===== config.mk =====
export PLATFORM = sky130hd
export DESIGN_NAME = sd_uart_stream_buf
export DESIGN_NICKNAME = d
export VERILOG_FILES = /design/src/rtl/sd_uart_stream_buf.sv
export SDC_FILE = /design/constraint.sdc
export NUM_CORES = 1
export LEC_CHECK = 0
export ABC_AREA = 1
export CORE_ASPECT_RATIO = 1.5
export CORE_MARGIN = 2
export CORE_UTILIZATION = 41
export DETAILED_ROUTE_END_ITERATION = 7
export GPL_TIMING_DRIVEN = 0
export PLACE_DENSITY_LB_ADDON = 0.25
export SETUP_SLACK_MARGIN = 0.15
export SYNTH_ARGS = -nofsm -noshare
export SYNTH_HDL_FRONTEND = slang
export SYNTH_SLANG_ARGS = --single-unit

===== constraint.sdc =====
create_clock -name clk -period 4.8 [get_ports clk]
set_input_delay 0.72 -clock clk [delete_from_list [all_inputs] [get_ports clk]]
set_output_delay 0.72 -clock clk [all_outputs]
set_load 0.05 [all_outputs]

===== src/rtl/sd_uart_stream_buf.sv =====
// Circular byte-stream FIFO between the SD read path and the UART transmitter,
// with source throttling, block framing, optional hold-until-block and sticky overflow.
module sd_uart_stream_buf #(
    parameter int DATA_W    = 8,
    parameter int DEPTH     = 16,
    parameter int AW        = 4,
    parameter int BLOCK_LEN = 512,
    parameter int AF_GAP    = 2
) (
    input  logic              clk,
    input  logic              rst,
    input  logic              wr_en,
    input  logic [DATA_W-1:0] wr_data,
    output logic              src_ready,
    input  logic              hold_mode,
    input  logic              tx_busy,
    output logic              tx_start,
    output logic [DATA_W-1:0] tx_data,
    output logic              blk_done,
    output logic [AW:0]       level,
    output logic              full,
    output logic              empty,
    output logic              ovf,
    input  logic              clr_ovf
);

    typedef enum logic [1:0] {
        IDLE,
        WAIT_HI,
        WAIT_LO
    } state_e;

    localparam logic [AW:0] PTR_ONE   = (AW+1)'(1);
    localparam logic [AW:0] DEPTH_L   = (AW+1)'(DEPTH);
    localparam logic [AW:0] AF_GAP_L  = (AW+1)'(AF_GAP);
    localparam logic [16:0] BLK_LEN_L = 17'(BLOCK_LEN);
    localparam logic [15:0] BLK_LAST  = 16'(BLOCK_LEN - 1);

    logic [DATA_W-1:0] mem_q [DEPTH];

    state_e            state_q, state_d;
    logic [AW:0]       wr_ptr_q, wr_ptr_d;
    logic [AW:0]       rd_ptr_q, rd_ptr_d;
    logic [15:0]       byte_cnt_q, byte_cnt_d;
    logic              ovf_q, ovf_d;
    logic              src_ready_q, src_ready_d;
    logic              tx_start_q, tx_start_d;
    logic              blk_done_q, blk_done_d;
    logic [DATA_W-1:0] tx_data_q, tx_data_d;

    logic              wr_acc;
    logic              gate;
    logic [AW:0]       level_d;

    always_comb begin
        level  = wr_ptr_q - rd_ptr_q;
        empty  = (wr_ptr_q == rd_ptr_q);
        full   = (wr_ptr_q[AW] != rd_ptr_q[AW]) &&
                 (wr_ptr_q[AW-1:0] == rd_ptr_q[AW-1:0]);
        wr_acc = wr_en && !full;

        // A partially sent block always continues regardless of hold_mode.
        gate = !hold_mode || (byte_cnt_q != '0) ||
               (17'(level) >= BLK_LEN_L) || full;

        state_d    = state_q;
        rd_ptr_d   = rd_ptr_q;
        byte_cnt_d = byte_cnt_q;
        tx_start_d = 1'b0;
        blk_done_d = 1'b0;
        tx_data_d  = tx_data_q;

        case (state_q)
            IDLE: begin
                if (!empty && !tx_busy && gate) begin
                    tx_data_d  = mem_q[rd_ptr_q[AW-1:0]];
                    rd_ptr_d   = rd_ptr_q + PTR_ONE;
                    tx_start_d = 1'b1;
                    state_d    = WAIT_HI;
                    if (byte_cnt_q == BLK_LAST) begin
                        blk_done_d = 1'b1;
                        byte_cnt_d = '0;
                    end else begin
                        byte_cnt_d = byte_cnt_q + 16'd1;
                    end
                end
            end
            WAIT_HI: if (tx_busy)  state_d = WAIT_LO;
            WAIT_LO: if (!tx_busy) state_d = IDLE;
            default: state_d = IDLE;
        endcase

        wr_ptr_d = wr_acc ? (wr_ptr_q + PTR_ONE) : wr_ptr_q;

        if (wr_en && full)
            ovf_d = 1'b1;
        else if (clr_ovf)
            ovf_d = 1'b0;
        else
            ovf_d = ovf_q;

        level_d     = wr_ptr_d - rd_ptr_d;
        src_ready_d = (DEPTH_L - level_d) > AF_GAP_L;
    end

    always_ff @(posedge clk) begin
        if (rst) begin
            state_q     <= IDLE;
            wr_ptr_q    <= '0;
            rd_ptr_q    <= '0;
            byte_cnt_q  <= '0;
            ovf_q       <= 1'b0;
            src_ready_q <= 1'b1;
            tx_start_q  <= 1'b0;
            blk_done_q  <= 1'b0;
            tx_data_q   <= '0;
        end else begin
            state_q     <= state_d;
            wr_ptr_q    <= wr_ptr_d;
            rd_ptr_q    <= rd_ptr_d;
            byte_cnt_q  <= byte_cnt_d;
            ovf_q       <= ovf_d;
            src_ready_q <= src_ready_d;
            tx_start_q  <= tx_start_d;
            blk_done_q  <= blk_done_d;
            tx_data_q   <= tx_data_d;
        end
    end

    always_ff @(posedge clk) begin
        if (!rst && wr_acc)
            mem_q[wr_ptr_q[AW-1:0]] <= wr_data;
    end

    always_comb begin
        src_ready = src_ready_q;
        tx_start  = tx_start_q;
        tx_data   = tx_data_q;
        blk_done  = blk_done_q;
        ovf       = ovf_q;
    end

endmodule

==> metrics.txt <==
Setup TNS Final=0 ns; Tcrit/Tclk final=0.8360; total number of vias=5,655; first-pass GRT wire length=30.39 mm; most numerous cell on the critical path=ha_1; number of buffers created by CTS=17; die width=115.6 um; clock tree buffer depth=2; final setup vio count=0; Pleak=0.003157 uW; area delta synth->final=15.53%; # DRC=0; Synth area leader=edfxtp_1; via/cell ratio=5.188; CP delay by family, top=adder cells; global route overflow=0; Mapped Area=approximately 0.0077 mm2; cts hold-fix bufs=0; Post-DRT Antenna Nets=0; Max Slew Vio Count=0; Hold Crit Depth=2; H-tree lvl count=4; Die H=roughly 170 um; Hold EP=byte_cnt_q[14]$_SDFFE_PP0P_; average size of a mapped cell=around 9.9 um2; core area=around 0.018 mm2; Crit Path Class=register to register; CP cell instances=clkinv_1 -> clkbuf_1 -> ha_1 -> nand2_2 -> nor2_4 -> nor2_1 -> nand3_2 -> nand2_4 -> buf_6 -> o21ai_0 -> inv_1 -> ha_1 -> ha_1 -> inv_1 -> fa_1 -> o211ai_1 -> a221oi_1 -> nand3_1; Synth area leaders=edfxtp_1 50%, dfxtp_1 10%, nor2_1 8.2%; minimum clock period after layout=4.013 ns; drt initial violations=between 400 and 500; slew margin rel.=0.08258; Tightest Hold Check Type=register to register; WL final=20.20 mm; CTS tree=done; Antenna Cells=0; number of global-route vias before repair=5,309; Critical Path AT=4.32 ns; Yosys warning count=0; top cells by instance count after synthesis=167 x nor2_1, 128 x edfxtp_1, 98 x nand2_1, 78 x o21ai_0, 60 x nand3_1; launching element type of the critical path=register; Post-synth EDFFs=128; #FFs+latches synth=168; Syn Inst Count=around 780; largest net degree at the start of global routing=17; Worst Hold Launch=byte_cnt_q[14]$_SDFFE_PP0P_; worst r2r path cells=18; CP Buf/Inv Count=5; R2R Setup Slk=about 0.79 ns; FF-to-FF Start=rd_ptr_q[2]$_SDFF_PP0_; Critical-path top delay cell=fa_1; Util after Layout=0.4793; fmax=0.2492 GHz; outcome=complete, no violations; CTS clock-pin slew for the worst setup and hold paths=0.07 ns; Top FF cell, synth=edfxtp_1; # IOs=33; Row Count=slightly above 60; top-count cell post-synth=nor2_1; RSZ-0062 raised after global routing=no; Worst-Margin Slew=1.366 ns; Non-Filler Instances=1,090; PortBufs=32; total die area=0.01982 mm2; Pre-antenna DRT Iters=4; Layout Skew=between 0.01 and 0.015 ns; Placer Congestion=0.8871; sequential share of the synthesized area=0.6060; hpwl dp=roughly 14 mm; clock latency on the worst-skew pair=0.44 ns; worst r2r dst=src_ready$_SDFF_PP1_; Root Driver=clkbuf_16; Initial Util=0.4149; Setup Buffers After CTS=0; Netlist cell types=35; Fillers=between 1,500 and 2,000; Max IR drop VDD=0.0002600 V; max incr delay on CP=0.47 ns; Cell Count Post-Placement=1,060; multi-input logic area=between 0.002 and 0.003 mm2; worst-path maximum fanout=10; Critical Path Sink Type=register; GRT Util Overall=0.2106; post-CTS sizing=0; ys async rst share=0; Syn Nets=810; Hold Fails Final Rpt=0; initial antenna violation count=0; layout cells sized above 1=0.07518; post-layout instance area=0.008853 mm2; Post-Place Cell Area=0.008299 mm2; nets=861; clock sinks=168; Seq. cell area=0.004644 mm2; Power Density=between 500 and 600 mW/mm2; top-area cell type share of the netlist area=0.5016; CP required=5.11 ns; max-cap violations=0; post-DR wirelength/cell=approximately 19 um
[cell usage in the layout, fill, tap and decap left out, types with 18 or more instances in the layout]
cell             instances
edfxtp_1               128
a21oi_1                 25
o21ai_0                 78
o211ai_1                25
nand2_1                 98
inv_1                   48
dfxtp_1                 40
nand3_1                 60
nor2_1                 167
ha_1                    18
clkdlybuf4s50_1         32
[layer usage]
| layer | part of all wire | global-route usage |
|---|---|---|
| met1 | 0.40 | 0.2414 |
| met2 | 0.53 | 0.3791 |
| met3 | 0.031 | 0.03418 |
| met4 | 0.036 | 0.09834 |
| met5 | 0 | 0 |
[power by group]
| group | internal (uW) | switching (uW) | leakage, uW |
|---|---|---|---|
| clock network | 758 | 571 | 0.000262 |
| logic | 469 | 1000 | 0.00142 |
| registers | 1620 | 45.2 | 0.00148 |
[layout make-up]
| type | count | area share |
|---|---|---|
| flip-flops and latches | 168 | 0.5246 |
| inverters | 54 | 0.02346 |
| clock buffers | 18 | 0.04847 |
| multi-input cells | 519 | 0.2947 |
| repair buffers | 32 | 0.03618 |
| clock inverters | 12 | 0.01413 |
| plain buffers | 35 | 0.02289 |
| well taps | 252 | 0.03561 |
[worst reg2reg max path, delay by kind of cell (launching register included)]
kind                       cells  cell delay (ns)
adders and majority gates      4             1.39
DFF                            1             0.34
buffers and inverters          5             0.97
and+or+nand+nor                6             0.65
AOI/OAI and AO/OA              3             0.55
[cells by family (layout without fill, tap and decap cells)]
| group | Yosys count | in the layout | share of synthesized area |
|---|---|---|---|
| and+or+nand+nor | 354 | 354 | 0.1943 |
| DFF | 168 | 168 | 0.6060 |
| AOI/OAI and AO/OA | 134 | 134 | 0.09894 |
| buffers and inverters | 89 | 151 | 0.05355 |
| adders and majority gates | 20 | 20 | 0.03461 |
| xor gates and xnor gates | 11 | 11 | 0.01257 |
[per-stage QoR]
stage / hold WS, ns / total power [uW] / worst slack, ns
after floorplan: 0.4445 / 2683 / 1.456
after global placement: 0.4538 / 3148 / 0.8001
after detailed placement: 0.4643 / 3162 / 0.7805
after CTS: 0.4746 / 4474 / 0.7504
after global routing: 0.4913 / 4679 / 0.4972
final: 0.4703 / 4462 / 0.7874
[how the worst max path moves through the flow]
stage                            from              endpoint  slack [ns]  depth (start not counted)
2_1_floorplan  rd_ptr_q[2]$_SDFF_PP0_  src_ready$_SDFF_PP1_        1.46                         18
3_3_place_gp   rd_ptr_q[2]$_SDFF_PP0_  src_ready$_SDFF_PP1_        0.80                         18
3_5_place_dp   rd_ptr_q[2]$_SDFF_PP0_  src_ready$_SDFF_PP1_        0.78                         18
4_1_cts        rd_ptr_q[2]$_SDFF_PP0_  src_ready$_SDFF_PP1_        0.75                         18
5_1_grt        rd_ptr_q[2]$_SDFF_PP0_  src_ready$_SDFF_PP1_        0.50                         18
6_report       rd_ptr_q[2]$_SDFF_PP0_  src_ready$_SDFF_PP1_        0.79                         18
[registers in the layout (all words and copies together) (netlist names)]
signal      flops
rd_ptr_q        5
state_q         2
src_ready       1
byte_cnt_q     16
wr_ptr_q        5
ovf             1
mem_q         128
tx_start        1
tx_data         8
blk_done        1
(Power assumes the default switching activity.)
